===== src/rtl/eth_phy_10g_rx_block_lock_mlane_pkg.sv =====
// Shared PCS receive constants and types for the block-lock engine.
package eth_phy_10g_pcs_pkg;

  localparam logic [1:0] SYNC_DATA = 2'b01;
  localparam logic [1:0] SYNC_CTRL = 2'b10;

  localparam int SH_WINDOW_DEF      = 64;
  localparam int SH_INVALID_MAX_DEF = 16;
  localparam int BITSLIP_HIGH_DEF   = 1;
  localparam int BITSLIP_LOW_DEF    = 8;

  typedef enum logic [1:0] {
    RESET_CNT = 2'd0,
    TEST_SH   = 2'd1,
    SLIP_HIGH = 2'd2,
    SLIP_LOW  = 2'd3
  } lock_state_e;

  // A sync header is legal only as a data or control marker.
  function automatic logic sh_is_valid(input logic [1:0] hdr);
    return (hdr == SYNC_DATA) || (hdr == SYNC_CTRL);
  endfunction

endpackage


===== src/rtl/eth_phy_10g_rx_block_lock_mlane_if.sv =====
// Header input / lock status bundle between gearbox, lock engine and PCS.
interface eth_phy_10g_rx_block_lock_mlane_if #(
  parameter int LANES     = 1,
  parameter int HDR_WIDTH = 2
);
  logic [LANES*HDR_WIDTH-1:0] serdes_rx_hdr;
  logic [LANES-1:0]           serdes_rx_hdr_valid;
  logic                       cfg_force_unlock;
  logic [LANES-1:0]           serdes_rx_bitslip;
  logic [LANES-1:0]           rx_block_lock;
  logic                       rx_block_lock_all;
  logic [LANES-1:0]           rx_lock_loss;

  modport master (
    output serdes_rx_hdr, serdes_rx_hdr_valid, cfg_force_unlock,
    input  serdes_rx_bitslip, rx_block_lock, rx_block_lock_all, rx_lock_loss
  );

  modport slave (
    input  serdes_rx_hdr, serdes_rx_hdr_valid, cfg_force_unlock,
    output serdes_rx_bitslip, rx_block_lock, rx_block_lock_all, rx_lock_loss
  );
endinterface


===== src/rtl/eth_phy_10g_rx_block_lock_lane.sv =====
// Single-lane 64b/66b block-lock engine with bitslip pulse and settle timer.
//
// state     | meaning
// ----------+--------------------------------------------------------------
// RESET_CNT | clear window counters, discard this cycle's header
// TEST_SH   | count qualified headers (hunting when unlocked, monitoring when locked)
// SLIP_HIGH | bitslip request active for BITSLIP_HIGH_CYCLES
// SLIP_LOW  | settle after the slip, headers ignored
module eth_phy_10g_rx_block_lock_lane
  import eth_phy_10g_pcs_pkg::*;
#(
  parameter int SH_WINDOW           = SH_WINDOW_DEF,
  parameter int SH_INVALID_MAX      = SH_INVALID_MAX_DEF,
  parameter int BITSLIP_HIGH_CYCLES = BITSLIP_HIGH_DEF,
  parameter int BITSLIP_LOW_CYCLES  = BITSLIP_LOW_DEF
) (
  input  logic       rx_clk,
  input  logic       rx_rst_n,
  input  logic [1:0] hdr,
  input  logic       hdr_valid,
  input  logic       force_unlock,
  output logic       bitslip,
  output logic       lock,
  output logic       lock_loss
);

  localparam int SH_CNT_W  = $clog2(SH_WINDOW + 1);
  localparam int INV_CNT_W = $clog2(SH_INVALID_MAX + 1);
  localparam int TMR_MAX   = (BITSLIP_HIGH_CYCLES > BITSLIP_LOW_CYCLES) ?
                             BITSLIP_HIGH_CYCLES : BITSLIP_LOW_CYCLES;
  localparam int TMR_W     = $clog2(TMR_MAX + 1);

  localparam logic [SH_CNT_W-1:0]  SH_LAST   = SH_CNT_W'(SH_WINDOW - 1);
  localparam logic [INV_CNT_W-1:0] INV_LAST  = INV_CNT_W'(SH_INVALID_MAX - 1);
  localparam logic [TMR_W-1:0]     TMR_HIGH  = TMR_W'(BITSLIP_HIGH_CYCLES - 1);
  localparam logic [TMR_W-1:0]     TMR_LOW   = TMR_W'(BITSLIP_LOW_CYCLES - 1);

  lock_state_e          state_q, state_d;
  logic [SH_CNT_W-1:0]  sh_cnt_q, sh_cnt_d;
  logic [INV_CNT_W-1:0] sh_invalid_cnt_q, sh_invalid_cnt_d;
  logic [TMR_W-1:0]     slip_tmr_q, slip_tmr_d;
  logic                 lock_q, lock_d;
  logic                 lock_loss_q, lock_loss_d;
  logic                 bitslip_q, bitslip_d;
  logic                 hdr_ok;

  // Next-state, window counters and slip timer; force_unlock overrides everything.
  always_comb begin
    state_d          = state_q;
    sh_cnt_d         = sh_cnt_q;
    sh_invalid_cnt_d = sh_invalid_cnt_q;
    slip_tmr_d       = slip_tmr_q;
    lock_d           = lock_q;
    lock_loss_d      = 1'b0;
    hdr_ok           = sh_is_valid(hdr);

    if (force_unlock) begin
      state_d          = RESET_CNT;
      sh_cnt_d         = '0;
      sh_invalid_cnt_d = '0;
      slip_tmr_d       = '0;
      lock_d           = 1'b0;
      lock_loss_d      = lock_q;
    end else begin
      case (state_q)
        RESET_CNT: begin
          sh_cnt_d         = '0;
          sh_invalid_cnt_d = '0;
          state_d          = TEST_SH;
        end
        TEST_SH: begin
          if (hdr_valid) begin
            if (!lock_q) begin
              if (!hdr_ok) begin
                state_d    = SLIP_HIGH;
                slip_tmr_d = TMR_HIGH;
              end else if (sh_cnt_q == SH_LAST) begin
                lock_d  = 1'b1;
                state_d = RESET_CNT;
              end else begin
                sh_cnt_d = sh_cnt_q + 1'b1;
              end
            end else begin
              // Invalid threshold takes priority over a window completing on the same header.
              if (!hdr_ok && (sh_invalid_cnt_q == INV_LAST)) begin
                lock_d      = 1'b0;
                lock_loss_d = 1'b1;
                state_d     = SLIP_HIGH;
                slip_tmr_d  = TMR_HIGH;
              end else if (sh_cnt_q == SH_LAST) begin
                state_d = RESET_CNT;
              end else begin
                sh_cnt_d = sh_cnt_q + 1'b1;
                if (!hdr_ok) sh_invalid_cnt_d = sh_invalid_cnt_q + 1'b1;
              end
            end
          end
        end
        SLIP_HIGH: begin
          if (slip_tmr_q == '0) begin
            if (BITSLIP_LOW_CYCLES == 0) begin
              state_d = RESET_CNT;
            end else begin
              state_d    = SLIP_LOW;
              slip_tmr_d = TMR_LOW;
            end
          end else begin
            slip_tmr_d = slip_tmr_q - 1'b1;
          end
        end
        SLIP_LOW: begin
          if (slip_tmr_q == '0) state_d = RESET_CNT;
          else                  slip_tmr_d = slip_tmr_q - 1'b1;
        end
        default: state_d = RESET_CNT;
      endcase
    end

    // The slip request follows the SLIP_HIGH state by one registered stage.
    bitslip_d = (state_q == SLIP_HIGH) && !force_unlock;
  end

  // State and registered outputs.
  always_ff @(posedge rx_clk or negedge rx_rst_n) begin
    if (!rx_rst_n) begin
      state_q          <= RESET_CNT;
      sh_cnt_q         <= '0;
      sh_invalid_cnt_q <= '0;
      slip_tmr_q       <= '0;
      lock_q           <= 1'b0;
      lock_loss_q      <= 1'b0;
      bitslip_q        <= 1'b0;
    end else begin
      state_q          <= state_d;
      sh_cnt_q         <= sh_cnt_d;
      sh_invalid_cnt_q <= sh_invalid_cnt_d;
      slip_tmr_q       <= slip_tmr_d;
      lock_q           <= lock_d;
      lock_loss_q      <= lock_loss_d;
      bitslip_q        <= bitslip_d;
    end
  end

  assign bitslip   = bitslip_q;
  assign lock      = lock_q;
  assign lock_loss = lock_loss_q;

endmodule


===== src/rtl/eth_phy_10g_rx_block_lock_mlane.sv =====
// Multi-lane block lock: slices headers per lane and aggregates lock status.
module eth_phy_10g_rx_block_lock_mlane
  import eth_phy_10g_pcs_pkg::*;
#(
  parameter int LANES               = 1,
  parameter int HDR_WIDTH           = 2,
  parameter int SH_WINDOW           = SH_WINDOW_DEF,
  parameter int SH_INVALID_MAX      = SH_INVALID_MAX_DEF,
  parameter int BITSLIP_HIGH_CYCLES = BITSLIP_HIGH_DEF,
  parameter int BITSLIP_LOW_CYCLES  = BITSLIP_LOW_DEF
) (
  input  logic rx_clk,
  input  logic rx_rst_n,
  eth_phy_10g_rx_block_lock_mlane_if.slave rx_if
);

  logic [LANES-1:0] bitslip_w;
  logic [LANES-1:0] lock_w;
  logic [LANES-1:0] lock_loss_w;

  // One independent lock engine per lane.
  for (genvar k = 0; k < LANES; k++) begin : g_lane
    eth_phy_10g_rx_block_lock_lane #(
      .SH_WINDOW           (SH_WINDOW),
      .SH_INVALID_MAX      (SH_INVALID_MAX),
      .BITSLIP_HIGH_CYCLES (BITSLIP_HIGH_CYCLES),
      .BITSLIP_LOW_CYCLES  (BITSLIP_LOW_CYCLES)
    ) u_lane (
      .rx_clk       (rx_clk),
      .rx_rst_n     (rx_rst_n),
      .hdr          (rx_if.serdes_rx_hdr[k*HDR_WIDTH +: HDR_WIDTH]),
      .hdr_valid    (rx_if.serdes_rx_hdr_valid[k]),
      .force_unlock (rx_if.cfg_force_unlock),
      .bitslip      (bitslip_w[k]),
      .lock         (lock_w[k]),
      .lock_loss    (lock_loss_w[k])
    );
  end

  assign rx_if.serdes_rx_bitslip = bitslip_w;
  assign rx_if.rx_block_lock     = lock_w;
  assign rx_if.rx_lock_loss      = lock_loss_w;
  assign rx_if.rx_block_lock_all = &lock_w;

endmodule


===== src/flat_wrapper.sv =====
// flat-port wrapper written by rule: the top's interface ports become plain ports
module eth_phy_10g_rx_block_lock_mlane_flat import eth_phy_10g_pcs_pkg::*;
#(
  parameter int LANES               = 1,
  parameter int HDR_WIDTH           = 2,
  parameter int SH_WINDOW           = SH_WINDOW_DEF,
  parameter int SH_INVALID_MAX      = SH_INVALID_MAX_DEF,
  parameter int BITSLIP_HIGH_CYCLES = BITSLIP_HIGH_DEF,
  parameter int BITSLIP_LOW_CYCLES  = BITSLIP_LOW_DEF
)
  (rx_clk, rx_rst_n, rx_if_serdes_rx_hdr, rx_if_serdes_rx_hdr_valid, rx_if_cfg_force_unlock, rx_if_serdes_rx_bitslip, rx_if_rx_block_lock, rx_if_rx_block_lock_all, rx_if_rx_lock_loss);
  eth_phy_10g_rx_block_lock_mlane_if #(.LANES(LANES), .HDR_WIDTH(HDR_WIDTH)) rx_if_i ();
  input  logic rx_clk;
  input  logic rx_rst_n;
  input wire logic [$bits(rx_if_i.serdes_rx_hdr)-1:0] rx_if_serdes_rx_hdr;
  input wire logic [$bits(rx_if_i.serdes_rx_hdr_valid)-1:0] rx_if_serdes_rx_hdr_valid;
  input wire logic [$bits(rx_if_i.cfg_force_unlock)-1:0] rx_if_cfg_force_unlock;
  output wire logic [$bits(rx_if_i.serdes_rx_bitslip)-1:0] rx_if_serdes_rx_bitslip;
  output wire logic [$bits(rx_if_i.rx_block_lock)-1:0] rx_if_rx_block_lock;
  output wire logic [$bits(rx_if_i.rx_block_lock_all)-1:0] rx_if_rx_block_lock_all;
  output wire logic [$bits(rx_if_i.rx_lock_loss)-1:0] rx_if_rx_lock_loss;
  assign rx_if_i.serdes_rx_hdr = rx_if_serdes_rx_hdr;
  assign rx_if_i.serdes_rx_hdr_valid = rx_if_serdes_rx_hdr_valid;
  assign rx_if_i.cfg_force_unlock = rx_if_cfg_force_unlock;
  assign rx_if_serdes_rx_bitslip = rx_if_i.serdes_rx_bitslip;
  assign rx_if_rx_block_lock = rx_if_i.rx_block_lock;
  assign rx_if_rx_block_lock_all = rx_if_i.rx_block_lock_all;
  assign rx_if_rx_lock_loss = rx_if_i.rx_lock_loss;
  eth_phy_10g_rx_block_lock_mlane #(.LANES(LANES), .HDR_WIDTH(HDR_WIDTH), .SH_WINDOW(SH_WINDOW), .SH_INVALID_MAX(SH_INVALID_MAX), .BITSLIP_HIGH_CYCLES(BITSLIP_HIGH_CYCLES), .BITSLIP_LOW_CYCLES(BITSLIP_LOW_CYCLES)) u_core (.rx_clk(rx_clk), .rx_rst_n(rx_rst_n), .rx_if(rx_if_i));
endmodule

===== config.mk =====
export PLATFORM = sky130hd
export DESIGN_NAME = eth_phy_10g_rx_block_lock_mlane_flat
export DESIGN_NICKNAME = d
export VERILOG_FILES = /design/src/rtl/eth_phy_10g_rx_block_lock_mlane_pkg.sv /design/src/rtl/eth_phy_10g_rx_block_lock_mlane_if.sv /design/src/rtl/eth_phy_10g_rx_block_lock_lane.sv /design/src/rtl/eth_phy_10g_rx_block_lock_mlane.sv /design/src/flat_wrapper.sv
export SDC_FILE = /design/constraint.sdc
export NUM_CORES = 1
export LEC_CHECK = 0
export ABC_CLOCK_PERIOD_IN_PS = 2400
export BUFFER_PORTS_ARGS = -buffer_cell sky130_fd_sc_hd__buf_2
export CAP_MARGIN = 20
export CORE_MARGIN = 3
export CORE_UTILIZATION = 43
export DETAILED_ROUTE_END_ITERATION = 7
export GPL_ROUTABILITY_DRIVEN = 0
export SYNTH_ARGS = -nofsm -noshare
export SYNTH_HDL_FRONTEND = slang
export SYNTH_SLANG_ARGS = --single-unit

===== constraint.sdc =====
create_clock -name rx_clk -period 2.4 [get_ports rx_clk]
set_input_delay 0.6 -clock rx_clk [delete_from_list [all_inputs] [get_ports rx_clk]]
set_output_delay 0.6 -clock rx_clk [all_outputs]
set_load 0.02 [all_outputs]

==> results of run 1 <==
## sequential cells by signal, indices dropped and copies added, names as in the netlist
name and count:
u_core.g_lane.u_lane.sh_cnt_q 7, u_core.g_lane.u_lane.sh_invalid_cnt_q 5, u_core.g_lane.u_lane.slip_tmr_q 4, u_core.g_lane.u_lane.state_q 2
u_core.g_lane.u_lane.bitslip 1, u_core.g_lane.u_lane.lock 1, u_core.g_lane.u_lane.lock_loss 1
## cells in the final DEF (no fill, tap or decap), drive strengths merged, types with 5 or more instances in the layout
cell type / Yosys / layout
ha: 5 / 5
nand3: 5 / 5
nand2: 22 / 22
dfrtp: 21 / 21
a31oi: 7 / 7
buf: 2 / 11
inv: 5 / 5
nor2: 11 / 11
## final cells by class
class	instances	area, um^2
fillers	278	1430
multi-input cells	116	752
flip-flops and latches	21	526
repair buffers	11	60.1
well taps	31	38.8
clock buffers	3	22.5
inverters	5	18.8
clock inverters	1	5.00
## worst max-delay path: cells and delay by family, from the launching register on
family	cells	cell delay [ns]
flops	1	0.44
simple gates	3	0.98
fa+ha+maj	2	0.44
compound gates	2	0.33
## cells by family (layout without fill, tap and decap cells)
family,after synthesis,in the layout,synth area share [%]
and+or+nand+nor,70,70,27.6
AOI/OAI and AO/OA,38,38,21.1
DFF,21,21,39.1
buffers and inverters,16,20,4.85
adders and majority gates,5,5,4.66
xor gates and xnor gates,2,2,1.86
muxes,1,1,0.839
## how the worst max path moves through the flow
stage                                                 from                                   to  cells past startpoint
2_1_floorplan  u_core.g_lane[0].u_lane.sh_invalid_cnt_q[0]  u_core.g_lane[0].u_lane.sh_cnt_q[1]                      7
3_5_place_dp   u_core.g_lane[0].u_lane.sh_invalid_cnt_q[0]  u_core.g_lane[0].u_lane.sh_cnt_q[1]                      7
4_1_cts        u_core.g_lane[0].u_lane.sh_invalid_cnt_q[0]  u_core.g_lane[0].u_lane.sh_cnt_q[1]                      7
5_1_grt        u_core.g_lane[0].u_lane.sh_invalid_cnt_q[0]  u_core.g_lane[0].u_lane.sh_cnt_q[1]                      7
6_report       u_core.g_lane[0].u_lane.sh_invalid_cnt_q[0]  u_core.g_lane[0].u_lane.sh_cnt_q[1]                      7
3_3_place_gp   u_core.g_lane[0].u_lane.sh_invalid_cnt_q[0]  u_core.g_lane[0].u_lane.sh_cnt_q[1]                      7
## routing by layer
metal | wire, um | up-vias | GRT usage (%)
met3 | 162 | 2 | 2.48
met2 | 1380 | 30 | 27.4
met1 | 1450 | 584 | 26.0
met5 | 0 | - | 0
li1 | - | 576 | -
met4 | 14 | 0 | 4.55
## power by group
group,leakage (nW),switching [mW],internal [mW]
Sequential,0.291,0.00487,0.360
Combinational,0.269,0.0696,0.0315
Clock,0.0177,0.113,0.0621
## per-stage QoR
stage | power (mW) | cells | util, %
after floorplan | 0.441 | 153 | -
final | 0.641 | 188 | 49.9
after global routing | 0.674 | 188 | 49.9
after detailed placement | 0.473 | 184 | 48.9
after global placement | 0.471 | 184 | 48.9
after CTS | 0.651 | 188 | 49.9
==> impl_results.md, run 1 <==
* Initial core utilization at a little under half
* Hold_ws at roughly 0.23 ns
* Class of the worst hold path: primary input to asynchronous set/reset pin
* Slew Limit Fails at 0
* Yosys cell types at 45
* VDD IR-drop max at 0.203 mV
* Origin of the critical flop-to-flop path: u_core.g_lane[0].u_lane.sh_invalid_cnt_q[0]
* Average cell area after synthesis at 8.77 um^2
* Pre-CTS setup slack at approximately 0.16 ns
* DP Wirelength at 2080 um
* Initial antenna violation count at 0
* Critical Path Fanout Max at 6
* Count of input and output buffers at 9
* R2R setup slack at 0.13 ns
* Width of the chip at roughly 62 um
* Grt total ovfl at 0
* Number of buffers created by CTS at 3
* PwrDens at between 400 and 500 nW/um^2
* Hold_buf cts at 0
* FP Rows at 19
* Required @ worst endpoint at 2.63 ns
* Outcome: completed
* Post-synth top flop: dfrtp_1
* Final ANT Viol Nets at 0
* Top-count cell post-synth: nand2_1
* Routed wire length at 3010 um
* Core area at around 2900 um^2
* Setup crit end kind: flip-flop
* Die Height at between 60 and 70 um
* EDFF count, synth at 0
* Setup Fix Bufs, Post-CTS at 0
* Clk_skew at between 0.004 and 0.005 ns
* # DRC at 0
* RR Endpoint: u_core.g_lane[0].u_lane.sh_cnt_q[1]
* Setup violators final at 0
* Min cycle time layout at about 2.3 ns
* Routed vias/inst at 6.34
* Crit start category: flip-flop
* Tcrit/Tclk final at 94.8%
* Crit-path cells: ha_1, and3_1, ha_1, and2b_2, o221ai_2, or4b_1, a31oi_1
* Final instance area at 1420 um^2
* Yosys warns at 0
* RSZ-0062 raised after global routing: no
* Sink Count at 21
* Top post-synthesis cells by count: nand2_1 (22), dfrtp_1 (21), nor2_1 (11)
* GRT Resource Usage Total at ~18%
* Resize count post-CTS at 0
* Top-area cell type share of the netlist area at between 30% and 40%
* Net Count, Synth at approximately 160
* Worst R2R Path Depth at 7
* Synthesized area at 1340 um^2
* Clock slew at reported path FFs at roughly 0.13 ns
* Cell repeated most along the worst path: ha_1
* Cell taking the most area after synthesis: dfrtp_1
* Seq/Total Area, Yosys at 39.1%
* Synth Register Bits at 21
* Inserted Diodes at 0
* H-tree Lvls at 1
* Post-synth ARST share at between 90% and 100%
* Share of layout cells above drive strength 1 at 14.0%
* Iteration-0 DRC Markers at 49
* Worst setup margin at 0.126 ns
* CTS tree: yes
* Routed WL per cell at about 16 um
* NumNets Final at roughly 170
* CTS root buf: clkbuf_4
* Worst-Skew Late Latency at 0.30 ns
* Routed vias at 1,192
* Data arrival, critical path at 2.51 ns
* Placed cell areas at 1400 um^2
* CP Class: flip-flop to flip-flop
* P_leak at 0.577 nW
* Final hold viol count at 0
* Critical Path Slowest Stage Cell: or4b_1
* TritonRoute pass-1 iters at 4
* Max_cap viols at 0
* Vias in the first global route at about 1,100
* Slew @ Worst Pin at 0.499 ns
* Max-slew headroom at 66.6%
* Die area at 3830 um^2
* Largest net degree at the start of global routing at 28
* Setup_tns at 0 ns
* Layout area overhead at 5.96%
* Synth top area cells: dfrtp_1 (39%), nand2_1 (6.2%), ha_1 (4.7%), a31oi_1 (3.3%), nor2_1 (3.1%)
* CTS Buffer Depth at 2
* # IOs at 10
* First-pass GRT wire length at 5080 um
* Synthesized instance count at 153
* Max incr delay on CP at about 0.51 ns
* Fmax at 440 MHz
(Power assumes the default switching activity.)
==> run 2: changes to the inputs <==
--- a/config.mk
+++ b/config.mk
@@ -6,12 +6,14 @@
 export NUM_CORES = 1
 export LEC_CHECK = 0
 export ABC_CLOCK_PERIOD_IN_PS = 2400
-export BUFFER_PORTS_ARGS = -buffer_cell sky130_fd_sc_hd__buf_2
+export BUFFER_PORTS_ARGS = -buffer_cell sky130_fd_sc_hd__clkbuf_2
 export CAP_MARGIN = 20
 export CORE_MARGIN = 3
 export CORE_UTILIZATION = 43
+export CTS_CLUSTER_SIZE = 8
 export DETAILED_ROUTE_END_ITERATION = 7
 export GPL_ROUTABILITY_DRIVEN = 0
+export PLACE_DENSITY = 0.56
 export SYNTH_ARGS = -nofsm -noshare
 export SYNTH_HDL_FRONTEND = slang
 export SYNTH_SLANG_ARGS = --single-unit
==> run 2 against run 1 <==
Compared with the run above: via count increased by 0.59%; power increased by 2.0%; routed wire length increased by 0.76%; combinational power about the same; sequential share of layout area decreased by 0.73 points; largest power group unchanged; setup slack improved by 0.045 ns; register-to-register slack improved by 0.05 ns; maximum frequency increased by 2.0%.
==> impl_results.md, run 2 (synthesis results as in run 1) <==
* Routed vias/inst at 6.28
* Required @ worst endpoint at between 2 and 3 ns
* Clock share of power at 28.0%
* # IOs at 10
* Setup crit end kind: flip-flop
* Final std cells w/o fill at about 190
* Inserted Diodes at 0
* Count of input and output buffers at 9
* Fillers at ~280
* CTS tree: yes
* CTS Buffer Depth at 2
* Initial antenna violation count at 0
* Most frequent cells in the layout: nand2_1 (22), dfrtp_1 (21), nor2_1 (11), clkbuf_2 (9), a31oi_1 (7)
* PwrDens at 450 nW/um^2
* Number of buffers created by CTS at 3
* Slew Limit Fails at 0
* Met2 wire len at 1310 um
* Largest reg by FF count: u_core.g_lane.u_lane.sh_cnt_q
* Delay-heaviest family, CP: simple AND/OR/NAND/NOR gates
* Sink Count at 21
* Initial core utilization at between 40% and 50%
* # DRC at 0
* P_leak at 0.590 nW
* Commonest non-fill, non-tap cell in the layout: nand2_1
* Outcome: completed
* Crit start category: flip-flop
* RR Endpoint: u_core.g_lane[0].u_lane.sh_cnt_q[1]
* Die area at ~3800 um^2
* Final core utilization at 50.9%
* Crit-path cells: ha_1, and3_1, ha_1, and2b_2, o221ai_2, or4b_1, a31oi_1
* Vias in the first global route at 1,020
* Top Metal Used: met4
* CP endpoint: u_core.g_lane[0].u_lane.sh_cnt_q[1]
* Share of layout cells above drive strength 1 at 16.3%
* Layout area overhead at 8.11%
* Placed cell count at 184
* Slew @ Worst Pin at 0.559 ns
* TritonRoute pass-1 iters at 4
* CP Class: flip-flop to flip-flop
* Net Sw Power at 0.197 mW
* Data arrival, critical path at 2.47 ns
* Int Power at 0.456 mW
* Fmax at 449 MHz
* Clock slew at reported path FFs at 0.13 ns
* H-tree Lvls at 1
* Die Height at roughly 62 um
* Core area at about 2900 um^2
* Setup_tns at 0 ns
* Routed vias at ~1,200
* WP depth at 7
* Clk_skew at ~0.006 ns
* First-pass GRT wire length at 4780 um
* RSZ-0062 raised after global routing: no
* Final instance area at 1450 um^2
* Min cycle time layout at 2.23 ns
* Width of the chip at a little over 60 um
* Critical Path Fanout Max at 6
* Worst path buffer plus inverter count at 0
* Tcrit/Tclk final at 92.9%
* Placed cell areas at 1400 um^2
* Max reg flops at 7
* Setup violators final at 0
* CTS root buf: clkbuf_4
* Net Sw Frac at 30.2%
* Hold_buf cts at 0
* Combinational cell fraction of total power at 15.8%
* VDD IR-drop max at 0.235 mV
* Tot Pwr at 0.653 mW
* Origin of the critical flop-to-flop path: u_core.g_lane[0].u_lane.sh_invalid_cnt_q[0]
* Routed wire length at 3030 um
* Class of the worst hold path: primary input to asynchronous set/reset pin
* Routed WL per cell at roughly 16 um
* Max incr delay on CP at 0.52 ns
* Cell repeated most along the worst path: ha_1
* Iteration-0 DRC Markers at 35
* R2R setup slack at approximately 0.17 ns
* Max_cap viols at 0
* GRT Resource Usage Total at between 15 and 20%
* Sequential share of power at a little under three fifths
* Largest net degree at the start of global routing at 28
* Grt total ovfl at 0
* Critical Path Slowest Stage Cell: or4b_1
* Final hold viol count at 0
* Sum of routed wire segments on met1 at 1580 um
* Met3 wire length at roughly 110 um
* Worst R2R Path Depth at 7
* Regs by FF count: u_core.g_lane.u_lane.sh_cnt_q: 7 flops, u_core.g_lane.u_lane.sh_invalid_cnt_q: 5 flops, u_core.g_lane.u_lane.slip_tmr_q: 4 flops
* Max-slew headroom at 62.7%
* NumNets Final at 172
* FP Rows at 19
* DP Wirelength at ~2000 um
* Final ANT Viol Nets at 0
* Worst-Skew Late Latency at 0.31 ns
* Crit. Startpoint: u_core.g_lane[0].u_lane.sh_invalid_cnt_q[0]
## run 2: changes by cell type in the layout (fill, tap and decap cells not counted)
cell and change:
buf_2 -9, a2111oi_2 +1, clkbuf_2 +9, buf_4 +3
a2111oi_0 -1
## run 2: layout make-up
| class | instances | area (um^2) | area share, % |
|---|---|---|---|
| Sequential cell | 21 | 526 | 36.2 |
| Timing Repair Buffer | 14 | 82.6 | 5.69 |
| Tap cell | 31 | 38.8 | 2.67 |
| Clock inverter | 1 | 5.00 | 0.345 |
| Inverter | 5 | 18.8 | 1.29 |
| Multi-Input combinational cell | 116 | 758 | 52.2 |
| Clock buffer | 3 | 22.5 | 1.55 |
## run 2: routing by layer
metal,vias to the layer above,track usage [%]
li1,589,-
met3,5,1.86
met4,0,5.45
met2,24,25.7
met5,-,0
met1,581,24.7
## run 2: stage by stage
step	hold WS (ns)	setup WS (ns)
final	0.240	0.171
after global routing	0.269	0.0247
after CTS	0.259	0.131
after detailed placement	0.560	0.154
after global placement	0.547	0.209
after floorplan	0.304	0.299
## run 2: power groups by stage
stage	sequential, mW	clock [mW]	combinational (mW)
global route	0.368	0.201	0.115
floorplan	0.370	0	0.0704
finish	0.367	0.183	0.103
CTS	0.367	0.187	0.101
global placement	0.373	0	0.0984
detailed placement	0.374	0	0.0997
## run 2: worst min-delay path by stage
stage                                                  end  slack, ns  cells after the start
2_1_floorplan              u_core.g_lane[0].u_lane.bitslip       0.30                      0
3_3_place_gp         u_core.g_lane[0].u_lane.slip_tmr_q[0]       0.55                      1
3_5_place_dp           u_core.g_lane[0].u_lane.sh_cnt_q[6]       0.56                      1
4_1_cts        u_core.g_lane[0].u_lane.sh_invalid_cnt_q[3]       0.26                      1
5_1_grt        u_core.g_lane[0].u_lane.sh_invalid_cnt_q[0]       0.27                      1
6_report                 u_core.g_lane[0].u_lane.lock_loss       0.24                      1
## run 2: timing repair
action                                 in CTS  in global routing
endpoints found under the hold margin       0                  0
setup buffers                               0                  3
setup endpoints to repair                   0                  3
gates resized for setup                     0                  2
==> run 3: changes to the inputs <==
--- a/config.mk
+++ b/config.mk
@@ -8,12 +8,14 @@
 export ABC_CLOCK_PERIOD_IN_PS = 2400
 export BUFFER_PORTS_ARGS = -buffer_cell sky130_fd_sc_hd__clkbuf_2
 export CAP_MARGIN = 20
+export CELL_PAD_IN_SITES_DETAIL_PLACEMENT = 1
+export CELL_PAD_IN_SITES_GLOBAL_PLACEMENT = 2
 export CORE_MARGIN = 3
-export CORE_UTILIZATION = 43
+export CORE_UTILIZATION = 36
 export CTS_CLUSTER_SIZE = 8
 export DETAILED_ROUTE_END_ITERATION = 7
 export GPL_ROUTABILITY_DRIVEN = 0
-export PLACE_DENSITY = 0.56
+export PLACE_DENSITY = 0.73
 export SYNTH_ARGS = -nofsm -noshare
 export SYNTH_HDL_FRONTEND = slang
 export SYNTH_SLANG_ARGS = --single-unit
==> run 3 against run 2 <==
Compared with the run above: clock power rose by 31%; critical path type unchanged; global-route usage rose by 1.2 points; sequential share of layout area fell by 0.58 points; critical path depth did not move; largest cell class unchanged; via count fell by 0.25%; utilization fell by 8.3 points; critical endpoint unchanged; clock skew fell by 0.0033 ns.
==> impl_results.md, run 3 (synthesis results as in run 1) <==
* Vias in the first global route at 1,252
* # DRC at 0
* DP Wirelength at 2510 um
* Crit start category: flip-flop
* Clock slew at reported path FFs at 0.08 ns
* Layout area overhead at 9.88%
* Tot Pwr at 0.712 mW
* Iteration-0 DRC Markers at 62
* Die Height at 67.1 um
* CTS root buf: clkbuf_8
* CP Class: flip-flop to flip-flop
* Clk_skew at around 0.0026 ns
* Number of buffers created by CTS at 3
* Int Power at 0.508 mW
* Max reg flops at 7
* Crit-path cells: ha_1, and3_1, ha_1, and2b_2, o221ai_2, or4b_1, a31oi_1
* Combinational cell fraction of total power at 14.7%
* TritonRoute pass-1 iters at 4
* Worst-Skew Late Latency at 0.26 ns
* Commonest non-fill, non-tap cell in the layout: nand2_1
* Resize count post-CTS at 0
* Inserted Diodes at 0
* Hold_buf cts at 0
* Fmax at 435 MHz
* Slew @ Worst Pin at 0.583 ns
* R2R setup slack at 0.1 ns
* Routed wire length at 3550 um
* Cell repeated most along the worst path: ha_1
* Max-slew headroom at between 60% and 70%
* NumNets Final at ~170
* Width of the chip at 67.1 um
* GRT Resource Usage Total at 18.0%
* Clock share of power at about a third
* Most frequent cells in the layout: nand2_1 (22), dfrtp_1 (21), nor2_1 (11), clkbuf_2 (9), a31oi_1 (7)
* Fillers at 425
* Routed vias/inst at 5.83
* Count of input and output buffers at 9
* FP Rows at 21
* Largest reg by FF count: u_core.g_lane.u_lane.sh_cnt_q
* Max incr delay on CP at 0.54 ns
* Required @ worst endpoint at between 2 and 3 ns
* Worst setup margin at 0.0987 ns
* Sequential share of power at 51.6%
* Grt total ovfl at 0
* Sink Count at 21
* CTS tree: yes
* Routed WL per cell at 17.3 um
* Pre-CTS setup slack at 0.0957 ns
* VDD IR-drop max at 0.151 mV
* Regs by FF count: u_core.g_lane.u_lane.sh_cnt_q: 7 flops, u_core.g_lane.u_lane.sh_invalid_cnt_q: 5 flops, u_core.g_lane.u_lane.slip_tmr_q: 4 flops
* Class of the worst hold path: primary input to asynchronous set/reset pin
* Initial antenna violation count at 0
* Min cycle time layout at ~2.3 ns
* P_leak at around 0.59 nW
* Hold_ws at 0.310 ns
* Setup Fix Bufs, Post-CTS at 0
* Tcrit/Tclk final at 95.9%
* First-pass GRT wire length at between 6000 and 7000 um
* H-tree Lvls at 1
* Die area at 4500 um^2
* PwrDens at approximately 480 nW/um^2
* Core area at 3470 um^2
* Setup violators final at 0
* Net Sw Power at 0.204 mW
* Final ANT Viol Nets at 0
* Final core utilization at 42.5%
* Routed vias at roughly 1,200
* Final hold viol count at 0
* Slew Limit Fails at 0
* Data arrival, critical path at 2.48 ns
* Critical Path Fanout Max at 6
* CTS Buffer Depth at 2
* Net Sw Frac at 28.7%
* Critical Path Slowest Stage Cell: or4b_1
* Share of layout cells above drive strength 1 at 15.1%
* Max_cap viols at 0
* Largest net degree at the start of global routing at 28
* Outcome: completed
* # IOs at 10
* Setup crit end kind: flip-flop
* Initial core utilization at 38.7%
-- run 3: final cells by class --
class | count | area (um^2) | area share, %
multi-input combinational | 116 | 752 | 51.0
sequential | 21 | 526 | 35.6
timing repair buffer | 13 | 75.1 | 5.09
tap | 46 | 57.6 | 3.90
clock buffer | 3 | 41.3 | 2.80
inverter | 5 | 18.8 | 1.27
clock inverter | 1 | 5.00 | 0.339
-- run 3: per-stage QoR --
step                 TNS, ns  cells  instance area [um^2]
floorplan                  0    153                  1340
global placement           0    199                  1410
detailed placement         0    199                  1410
CTS                        0    203                  1460
global route        -0.00590    205                  1480
finish                     0    205                  1480
-- run 3: metal layers --
layer	global-route usage [%]	up-vias	routed length, um
met2	28.8	15	1740
met4	5.57	0	38
met3	2.53	4	71
li1	-	580	-
met5	0	-	0
met1	24.9	597	1700
-- run 3: power by group through the flow --
stage          clock network, mW  registers [mW]  logic [mW]
3_3_place_gp                   0           0.374       0.101
3_5_place_dp                   0           0.374       0.106
5_1_grt                    0.268           0.369       0.119
4_1_cts                    0.247           0.367       0.106
2_1_floorplan                  0           0.370      0.0704
6_report                   0.240           0.367       0.105
-- run 3: critical path, delay by kind of cell (launching register included) --
kind / cells / cell delay, ns
compound gates: 2 / 0.34
fa+ha+maj: 2 / 0.45
flops: 1 / 0.43
simple gates: 3 / 1.01
-- run 3: path summary, 6_finish.rpt --
check | start | endpoint | cells after the start
max | u_core.g_lane[0].u_lane.sh_invalid_cnt_q[0] | u_core.g_lane[0].u_lane.sh_cnt_q[1] | 7
min in group rx_clk | u_core.g_lane[0].u_lane.sh_cnt_q[6] | u_core.g_lane[0].u_lane.sh_cnt_q[6] | 1
min | rx_rst_n | u_core.g_lane[0].u_lane.sh_invalid_cnt_q[3] | 1
min reg2reg | u_core.g_lane[0].u_lane.sh_cnt_q[6] | u_core.g_lane[0].u_lane.sh_cnt_q[6] | 1
max reg2reg | u_core.g_lane[0].u_lane.sh_invalid_cnt_q[0] | u_core.g_lane[0].u_lane.sh_cnt_q[1] | 7
max in group asynchronous | rx_rst_n | u_core.g_lane[0].u_lane.sh_cnt_q[2] | 1
